### src/rtl/pixel_accum_if.sv
// Sample-stream and pixel-stream bundle for pixel_accum.
// The master side produces samples and consumes pixels; the slave side is the accumulator.
interface pixel_accum_if #(
  parameter int LOG2_SPP = 2,
  parameter int IMG_W    = 240,
  parameter int IMG_H    = 240
);
  localparam int PX_WIDTH  = (IMG_W > 1) ? $clog2(IMG_W) : 1;
  localparam int PY_WIDTH  = (IMG_H > 1) ? $clog2(IMG_H) : 1;
  localparam int RPP_WIDTH = (LOG2_SPP > 0) ? LOG2_SPP : 1;

  logic                 in_vld;
  logic                 in_rdy;
  logic [PX_WIDTH-1:0]  in_x;
  logic [PY_WIDTH-1:0]  in_y;
  logic [RPP_WIDTH-1:0] in_s;
  logic [15:0]          in_r;
  logic [15:0]          in_g;
  logic [15:0]          in_b;

  logic                 out_vld;
  logic                 out_rdy;
  logic [PX_WIDTH-1:0]  out_x;
  logic [PY_WIDTH-1:0]  out_y;
  logic [23:0]          out_rgb;

  logic                 seq_err;
  logic                 frame_done;

  modport master (
    output in_vld, in_x, in_y, in_s, in_r, in_g, in_b, out_rdy,
    input  in_rdy, out_vld, out_x, out_y, out_rgb, seq_err, frame_done
  );

  modport slave (
    input  in_vld, in_x, in_y, in_s, in_r, in_g, in_b, out_rdy,
    output in_rdy, out_vld, out_x, out_y, out_rgb, seq_err, frame_done
  );
endinterface

### src/rtl/pixel_accum.sv
// Sums SPP shaded samples per pixel, box-filters and quantises to 8-bit RGB, and
// buffers finished pixels in a 2-entry FIFO; flags out-of-order streams and frame end.
module pixel_accum #(
  parameter int LOG2_SPP = 2,
  parameter int IMG_W    = 240,
  parameter int IMG_H    = 240
) (
  input logic          clk,
  input logic          rst_n,
  pixel_accum_if.slave bus
);
  localparam int SPP       = 1 << LOG2_SPP;
  localparam int PX_WIDTH  = (IMG_W > 1) ? $clog2(IMG_W) : 1;
  localparam int PY_WIDTH  = (IMG_H > 1) ? $clog2(IMG_H) : 1;
  localparam int RPP_WIDTH = (LOG2_SPP > 0) ? LOG2_SPP : 1;
  localparam int SUM_W     = 16 + LOG2_SPP;

  localparam logic [RPP_WIDTH-1:0] S_ZERO = {RPP_WIDTH{1'b0}};
  localparam logic [RPP_WIDTH-1:0] S_ONE  = RPP_WIDTH'(1);
  localparam logic [RPP_WIDTH-1:0] S_LAST = RPP_WIDTH'(SPP - 1);
  localparam logic [PX_WIDTH-1:0]  X_LAST = PX_WIDTH'(IMG_W - 1);
  localparam logic [PY_WIDTH-1:0]  Y_LAST = PY_WIDTH'(IMG_H - 1);

  typedef enum logic [0:0] {
    ST_EMPTY = 1'b0,
    ST_ACCUM = 1'b1
  } state_t;

  // Averages at or above 1.0 saturate; below that keep bits [14:7] (truncating).
  function automatic logic [7:0] quant(input logic [15:0] avg);
    if (avg[15]) begin
      quant = 8'hFF;
    end else begin
      quant = avg[14:7];
    end
  endfunction

  state_t               state_r;
  logic [RPP_WIDTH-1:0] cnt_r;
  logic [PX_WIDTH-1:0]  px_r;
  logic [PY_WIDTH-1:0]  py_r;
  logic [SUM_W-1:0]     acc_r_r;
  logic [SUM_W-1:0]     acc_g_r;
  logic [SUM_W-1:0]     acc_b_r;
  logic                 seq_err_r;

  logic [1:0]           fifo_cnt_r;
  logic                 out_vld_r;
  logic [PX_WIDTH-1:0]  head_x_r;
  logic [PY_WIDTH-1:0]  head_y_r;
  logic [23:0]          head_rgb_r;
  logic [PX_WIDTH-1:0]  tail_x_r;
  logic [PY_WIDTH-1:0]  tail_y_r;
  logic [23:0]          tail_rgb_r;
  logic                 frame_done_r;

  logic                 in_rdy_s;
  logic                 accept_s;
  logic                 match_s;
  logic                 last_s;
  logic                 push_s;
  logic                 pop_s;
  logic [SUM_W-1:0]     base_r_s;
  logic [SUM_W-1:0]     base_g_s;
  logic [SUM_W-1:0]     base_b_s;
  logic [SUM_W-1:0]     sum_r_s;
  logic [SUM_W-1:0]     sum_g_s;
  logic [SUM_W-1:0]     sum_b_s;
  logic [23:0]          push_rgb_s;

  // Sample acceptance, sequence matching and the filtered/quantised pixel value.
  always_comb begin
    in_rdy_s = (fifo_cnt_r < 2'd2);
    accept_s = bus.in_vld && in_rdy_s;
    last_s   = (bus.in_s == S_LAST);
    pop_s    = out_vld_r && bus.out_rdy;
    case (state_r)
      ST_EMPTY: begin
        match_s  = (bus.in_s == S_ZERO);
        base_r_s = {SUM_W{1'b0}};
        base_g_s = {SUM_W{1'b0}};
        base_b_s = {SUM_W{1'b0}};
      end
      ST_ACCUM: begin
        match_s  = (bus.in_s == cnt_r) && (bus.in_x == px_r) && (bus.in_y == py_r);
        base_r_s = acc_r_r;
        base_g_s = acc_g_r;
        base_b_s = acc_b_r;
      end
      default: begin
        match_s  = 1'b0;
        base_r_s = {SUM_W{1'b0}};
        base_g_s = {SUM_W{1'b0}};
        base_b_s = {SUM_W{1'b0}};
      end
    endcase
    sum_r_s    = base_r_s + SUM_W'(bus.in_r);
    sum_g_s    = base_g_s + SUM_W'(bus.in_g);
    sum_b_s    = base_b_s + SUM_W'(bus.in_b);
    // Top 16 bits of the sum are the sum shifted right by LOG2_SPP.
    push_rgb_s = {quant(sum_r_s[SUM_W-1 -: 16]),
                  quant(sum_g_s[SUM_W-1 -: 16]),
                  quant(sum_b_s[SUM_W-1 -: 16])};
    push_s     = accept_s && match_s && last_s;
  end

  // Accumulator FSM: sample counting, coordinate latch, partial sums and sticky error.
  always_ff @(posedge clk or negedge rst_n) begin
    if (!rst_n) begin
      state_r   <= ST_EMPTY;
      cnt_r     <= S_ZERO;
      px_r      <= {PX_WIDTH{1'b0}};
      py_r      <= {PY_WIDTH{1'b0}};
      acc_r_r   <= {SUM_W{1'b0}};
      acc_g_r   <= {SUM_W{1'b0}};
      acc_b_r   <= {SUM_W{1'b0}};
      seq_err_r <= 1'b0;
    end else if (accept_s) begin
      if (match_s) begin
        if (last_s) begin
          state_r <= ST_EMPTY;
          cnt_r   <= S_ZERO;
        end else begin
          state_r <= ST_ACCUM;
          cnt_r   <= cnt_r + S_ONE;
          px_r    <= bus.in_x;
          py_r    <= bus.in_y;
          acc_r_r <= sum_r_s;
          acc_g_r <= sum_g_s;
          acc_b_r <= sum_b_s;
        end
      end else begin
        seq_err_r <= 1'b1;
        // A stray index-0 sample is the start of a fresh pixel; anything else is dropped.
        if (bus.in_s == S_ZERO) begin
          state_r <= ST_ACCUM;
          cnt_r   <= S_ONE;
          px_r    <= bus.in_x;
          py_r    <= bus.in_y;
          acc_r_r <= SUM_W'(bus.in_r);
          acc_g_r <= SUM_W'(bus.in_g);
          acc_b_r <= SUM_W'(bus.in_b);
        end else begin
          state_r <= ST_EMPTY;
          cnt_r   <= S_ZERO;
        end
      end
    end else begin
      state_r <= state_r;
    end
  end

  // Two-entry output FIFO with a registered head feeding the pixel port.
  always_ff @(posedge clk or negedge rst_n) begin
    if (!rst_n) begin
      fifo_cnt_r <= 2'd0;
      out_vld_r  <= 1'b0;
      head_x_r   <= {PX_WIDTH{1'b0}};
      head_y_r   <= {PY_WIDTH{1'b0}};
      head_rgb_r <= 24'h000000;
      tail_x_r   <= {PX_WIDTH{1'b0}};
      tail_y_r   <= {PY_WIDTH{1'b0}};
      tail_rgb_r <= 24'h000000;
    end else begin
      case (fifo_cnt_r)
        2'd0: begin
          if (push_s) begin
            head_x_r   <= bus.in_x;
            head_y_r   <= bus.in_y;
            head_rgb_r <= push_rgb_s;
            fifo_cnt_r <= 2'd1;
            out_vld_r  <= 1'b1;
          end else begin
            out_vld_r  <= 1'b0;
          end
        end
        2'd1: begin
          if (push_s && pop_s) begin
            head_x_r   <= bus.in_x;
            head_y_r   <= bus.in_y;
            head_rgb_r <= push_rgb_s;
          end else if (push_s) begin
            tail_x_r   <= bus.in_x;
            tail_y_r   <= bus.in_y;
            tail_rgb_r <= push_rgb_s;
            fifo_cnt_r <= 2'd2;
          end else if (pop_s) begin
            fifo_cnt_r <= 2'd0;
            out_vld_r  <= 1'b0;
          end else begin
            out_vld_r  <= 1'b1;
          end
        end
        2'd2: begin
          if (pop_s) begin
            head_x_r   <= tail_x_r;
            head_y_r   <= tail_y_r;
            head_rgb_r <= tail_rgb_r;
            if (push_s) begin
              tail_x_r   <= bus.in_x;
              tail_y_r   <= bus.in_y;
              tail_rgb_r <= push_rgb_s;
            end else begin
              fifo_cnt_r <= 2'd1;
            end
          end else begin
            out_vld_r <= 1'b1;
          end
        end
        default: begin
          fifo_cnt_r <= 2'd0;
          out_vld_r  <= 1'b0;
        end
      endcase
    end
  end

  // End-of-frame pulse, one cycle after the bottom-right pixel leaves.
  always_ff @(posedge clk or negedge rst_n) begin
    if (!rst_n) begin
      frame_done_r <= 1'b0;
    end else begin
      frame_done_r <= pop_s && (head_x_r == X_LAST) && (head_y_r == Y_LAST);
    end
  end

  assign bus.in_rdy     = in_rdy_s;
  assign bus.out_vld    = out_vld_r;
  assign bus.out_x      = head_x_r;
  assign bus.out_y      = head_y_r;
  assign bus.out_rgb    = head_rgb_r;
  assign bus.seq_err    = seq_err_r;
  assign bus.frame_done = frame_done_r;
endmodule

### src/flat_wrapper.sv
// flat-port wrapper written by rule: the top's interface ports become plain ports
module pixel_accum_flat 
#(
  parameter int LOG2_SPP = 2,
  parameter int IMG_W    = 240,
  parameter int IMG_H    = 240
)
  (clk, rst_n, bus_in_vld, bus_in_x, bus_in_y, bus_in_s, bus_in_r, bus_in_g, bus_in_b, bus_out_rdy, bus_in_rdy, bus_out_vld, bus_out_x, bus_out_y, bus_out_rgb, bus_seq_err, bus_frame_done);
  pixel_accum_if #(.LOG2_SPP(LOG2_SPP), .IMG_W(IMG_W), .IMG_H(IMG_H)) bus_i ();
  input logic clk;
  input logic rst_n;
  input wire logic [$bits(bus_i.in_vld)-1:0] bus_in_vld;
  input wire logic [$bits(bus_i.in_x)-1:0] bus_in_x;
  input wire logic [$bits(bus_i.in_y)-1:0] bus_in_y;
  input wire logic [$bits(bus_i.in_s)-1:0] bus_in_s;
  input wire logic [$bits(bus_i.in_r)-1:0] bus_in_r;
  input wire logic [$bits(bus_i.in_g)-1:0] bus_in_g;
  input wire logic [$bits(bus_i.in_b)-1:0] bus_in_b;
  input wire logic [$bits(bus_i.out_rdy)-1:0] bus_out_rdy;
  output wire logic [$bits(bus_i.in_rdy)-1:0] bus_in_rdy;
  output wire logic [$bits(bus_i.out_vld)-1:0] bus_out_vld;
  output wire logic [$bits(bus_i.out_x)-1:0] bus_out_x;
  output wire logic [$bits(bus_i.out_y)-1:0] bus_out_y;
  output wire logic [$bits(bus_i.out_rgb)-1:0] bus_out_rgb;
  output wire logic [$bits(bus_i.seq_err)-1:0] bus_seq_err;
  output wire logic [$bits(bus_i.frame_done)-1:0] bus_frame_done;
  assign bus_i.in_vld = bus_in_vld;
  assign bus_i.in_x = bus_in_x;
  assign bus_i.in_y = bus_in_y;
  assign bus_i.in_s = bus_in_s;
  assign bus_i.in_r = bus_in_r;
  assign bus_i.in_g = bus_in_g;
  assign bus_i.in_b = bus_in_b;
  assign bus_i.out_rdy = bus_out_rdy;
  assign bus_in_rdy = bus_i.in_rdy;
  assign bus_out_vld = bus_i.out_vld;
  assign bus_out_x = bus_i.out_x;
  assign bus_out_y = bus_i.out_y;
  assign bus_out_rgb = bus_i.out_rgb;
  assign bus_seq_err = bus_i.seq_err;
  assign bus_frame_done = bus_i.frame_done;
  pixel_accum #(.LOG2_SPP(LOG2_SPP), .IMG_W(IMG_W), .IMG_H(IMG_H)) u_core (.clk(clk), .rst_n(rst_n), .bus(bus_i));
endmodule
### config.mk
export PLATFORM = sky130hd
export DESIGN_NAME = pixel_accum_flat
export DESIGN_NICKNAME = d
export VERILOG_FILES = /design/src/rtl/pixel_accum_if.sv /design/src/rtl/pixel_accum.sv /design/src/flat_wrapper.sv
export SDC_FILE = /design/constraint.sdc
export NUM_CORES = 1
export LEC_CHECK = 0
export ABC_CLOCK_PERIOD_IN_PS = 10700
export CAP_MARGIN = 10
export CELL_PAD_IN_SITES_DETAIL_PLACEMENT = 2
export CELL_PAD_IN_SITES_GLOBAL_PLACEMENT = 2
export CORE_UTILIZATION = 37
export DETAILED_ROUTE_END_ITERATION = 10
export PLACE_DENSITY = 0.9
export SETUP_SLACK_MARGIN = 0.15
export SLEW_MARGIN = 0
export SYNTH_ARGS = -nofsm -noshare
export SYNTH_HDL_FRONTEND = slang
export SYNTH_SLANG_ARGS = --single-unit
### constraint.sdc
create_clock -name clk -period 10.7 [get_ports clk]
set_clock_uncertainty 0.2 [all_clocks]
set_input_delay 2.14 -clock clk [delete_from_list [all_inputs] [get_ports clk]]
set_output_delay 2.14 -clock clk [all_outputs]
set_load 0.03 [all_outputs]
==> summary.md <==
| Metric | Value |
|---|---|
| Status | `finished clean` |
| Data required time at the worst endpoint | `10830 ps` |
| Area contributors post-synth | `dfrtp_1 41%, nand2_1 9.0%, ha_1 6.7%` |
| Core Footprint | `25500 um^2` |
| Setup TNS | `0 ps` |
| Total Routing Usage GR | `0.273` |
| Synth Flop Type | `dfrtp_1` |
| Fillers | `2711` |
| Total wire length | `35.0 mm` |
| Drt wl/cell | `22.6 um` |
| WHS Path Cells | `1` |
| Num CTS Buffers | `17` |
| Worst slew margin | `0.230` |
| Synth cell types | `68` |
| Crit. End Element | `register` |
| Number of max-slew violations in the final report | `0` |
| Setup bufs post-CTS | `0` |
| Synth Area per Inst | `8.68 um^2` |
| Area share of the largest cell type after synthesis | `0.407` |
| Clk slew on worst S/H paths | `70 ps` |
| Largest area contributor in the netlist | `dfrtp_1` |
| Syn Nets | `1244` |
| Initial Util | `0.382` |
| Max stage delay on crit path | `660 ps` |
| Asr flop ratio synth | `1.00` |
| R2R setup slack | `6420 ps` |
| Worst Max-Slew Pin Slew | `1160 ps` |
| Synthesized cell area | `9720 um^2` |
| Antenna violations before repair | `1` |
| Top-level port count | `114` |
| HPWL Detailed | `22.4 mm` |
| Row Count | `58` |
| Port Buffers | `113` |
| Internal Power | `0.00136 W` |
| RePlAce Congestion | `0.810` |
| Power share of the clock group | `0.277` |
| Post-Place Setup Slack | `4770 ps` |
| Final Hold Viols | `0` |
| Pleak | `5.37 nW` |
| Simple-Gate Fraction of Synth Area | `0.216` |
| Via count of the first global-routing pass | `10239` |
| Hold Startpoint | `u_core.bus.seq_err` |
| Number of enable flip-flop cells after synthesis | `0` |
| Max cap viols | `0` |
| Die height | `164 um` |
| Post-route DRC | `0` |
| Comb pwr share | `0.369` |
| Syn. warnings | `0` |
| Worst IR Drop VDD | `0.116 mV` |
| R2r startpoint | `u_core.state_r` |
| Final setup violation count | `0` |
| CTS resizes | `0` |
| Worst Path Arrival | `5800 ps` |
| H-tree depth | `4` |
| Final antenna-violating net count | `0` |
| Clk_lat worst skew | `450 ps` |
| Gr ovfl total | `0` |
| Vias post-DR | `8904` |
| Net Switching | `0.000954 W` |
| Global-route wire length before repair | `56.8 mm` |
| PwrDens | `196 nW/um^2` |
| Seq/Total Area, Yosys | `0.407` |
| Reg-to-Reg End | `u_core.tail_rgb_r[17]` |
| Chip width | `164 um` |
| Hold crit path type | `reg2reg` |
| Top-count cell post-synth | `nand2_1` |
| Sink Count | `158` |
| Max FO, Critical Path | `20` |
| Tcrit/Tclk final | `0.530` |
| Post-synthesis cell count | `1119` |
| Clock root buffer master | `clkbuf_16` |
| WS Path Type | `in2reg` |
| Share of power burned in registers | `0.355` |
| Synth Area in Compound Gates | `0.179` |
| RSZ-0062 raised after global routing | `no` |
| Post-Synth XOR/XNOR Area | `0.0478` |
| Worst reg-to-reg path cell count | `11` |
| Multiplexer share of the synthesized area | `0.0487` |
| CTS tree | `done` |
| Hold buffer count at cts | `0` |
| Layout cells sized above 1 | `0.0567` |
| Setup ws final | `5030 ps` |
| #FFs+latches synth | `158` |
| Cell at the slowest stage of the critical path | `nor3_1` |
| Switching share of total power | `0.413` |
| Hold_ws | `280 ps` |
| Synth cell count leaders | `232 x nand2_1, 158 x dfrtp_1, 104 x o21ai_0, 66 x nor2_1, 57 x a21oi_1` |
| P&R area growth vs syn | `21.1%` |
| Total die area | `26900 um^2` |
| Fmax | `176 MHz` |
| NumNets Final | `1328` |
| Worst path cell trace | `clkdlybuf4s50_1, xor2_1, nor3_1, nand4_1, or2_1, a221oi_2, nand2_1, o211ai_1` |
| Post-Synth Adder-Cell Area | `0.0742` |
| Starting DRT DRC Count | `406` |
| First-pass DRT Iterations | `4` |
| Vias per inst | `5.76` |
| Worst Hold End | `u_core.bus.seq_err` |
| Min Tclk post-route | `5670 ps` |
| Main combinational cell family by area after synthesis | `simple AND/OR/NAND/NOR gates` |
| Largest net degree at the start of global routing | `87` |
| Clk buf depth | `2` |
| Crit start category | `input pin` |
-- placed cells by master (no fill, tap or decap), types with 3 or more instances in the layout --
master,netlist,final
a211oi_1,10,10
a21o_1,17,17
a21oi_1,57,57
a22o_1,4,4
a31o_2,5,5
a31oi_1,8,7
and2_1,54,54
buf_4,0,8
clkbuf_16,0,17
clkdlybuf4s50_1,0,112
clkinv_8,0,7
dfrtp_1,158,157
fa_1,3,3
ha_1,52,51
inv_1,14,14
inv_8,0,4
mux2i_1,45,45
nand2_1,232,232
nand2b_1,7,7
nand3_1,32,32
nand3b_1,3,3
nand4_1,11,11
nor2_1,66,65
nor2b_1,11,11
nor3_1,19,18
nor3b_1,3,3
o211ai_1,24,24
o21a_1,7,7
o21ai_0,104,104
o21bai_1,7,7
or3_1,4,3
xnor2_1,35,35
xor2_1,18,18
-- cell type report --
class | count | area [um^2] | area share
clock inverters | 15 | 193 | 0.0164
multi-input cells | 891 | 5530 | 0.470
flip-flops and latches | 158 | 3960 | 0.336
well taps | 330 | 413 | 0.0351
repair buffers | 121 | 1190 | 0.101
diodes | 1 | 2.50 | 0.000213
clock buffers | 17 | 425 | 0.0362
inverters | 14 | 52.6 | 0.00447
-- through the flow --
stage / instance area (um^2) / power, W / cells / util
floorplan: 9720 / 0.00129 / 1119 / -
global placement: 11100 / 0.00160 / 1514 / 0.438
detailed placement: 11100 / 0.00166 / 1514 / 0.438
CTS: 11800 / 0.00233 / 1546 / 0.462
global route: 11800 / 0.00242 / 1547 / 0.462
finish: 11800 / 0.00231 / 1547 / 0.462
-- metal layers --
metal | global-route usage | part of all wire
met5 | 0 | 0
met4 | 0.101 | 0.024
met3 | 0.0434 | 0.030
met2 | 0.489 | 0.52
met1 | 0.328 | 0.43
-- flip-flops by register name, indices dropped and copies added (netlist names) --
register / flops
u_core.cnt_r: 2
u_core.fifo_cnt_r: 2
u_core.bus.seq_err: 1
u_core.bus.out_vld: 1
u_core.acc_b_r: 18
u_core.acc_g_r: 18
u_core.acc_r_r: 18
u_core.tail_y_r: 8
u_core.tail_rgb_r: 24
u_core.bus.out_y: 8
u_core.px_r: 8
u_core.bus.out_rgb: 24
u_core.tail_x_r: 8
u_core.bus.out_x: 8
u_core.state_r: 1
u_core.py_r: 8
u_core.bus.frame_done: 1
-- how the worst max path moves through the flow --
stage | start | to | slack [ps] | cells after the start
global placement | bus_in_x[4] | u_core.bus.out_rgb[15] | 5000 | 8
CTS | bus_in_x[4] | u_core.bus.out_rgb[3] | 5120 | 8
detailed placement | bus_in_x[2] | u_core.bus.out_x[6] | 4770 | 8
global route | bus_in_x[3] | u_core.bus.out_rgb[3] | 5000 | 8
finish | bus_in_x[4] | u_core.bus.out_rgb[3] | 5030 | 8
floorplan | bus_in_g[4] | u_core.bus.out_rgb[14] | 6130 | 8
-- kinds of logic (layout without fill, tap and decap cells) --
| group | count (synthesis) | after routing |
|---|---|---|
| simple gates | 460 | 460 |
| compound gates | 276 | 276 |
| flops | 158 | 158 |
| buf+inv | 70 | 167 |
| fa+ha+maj | 56 | 56 |
| xor+xnor | 53 | 53 |
| mux | 46 | 46 |
| other cells | 0 | 1 |
-- power by group through the flow --
stage	sequential, W	clock, W	combinational (W)
after floorplan	0.000943	0	0.000352
after global placement	0.000815	0	0.000787
after detailed placement	0.000825	0	0.000833
after CTS	0.000819	0.000649	0.000859
after global routing	0.000833	0.000671	0.000919
final	0.000820	0.000640	0.000852
-- worst max-delay path: cells and delay by family --
kind | cells | cell delay [ps]
AO/OA/AOI/OAI | 2 | 740
XOR/XNOR | 1 | 180
buffers and inverters | 1 | 480
AND/OR/NAND/NOR | 4 | 2240
No activity file was read; power rests on OpenSTA's default activity.
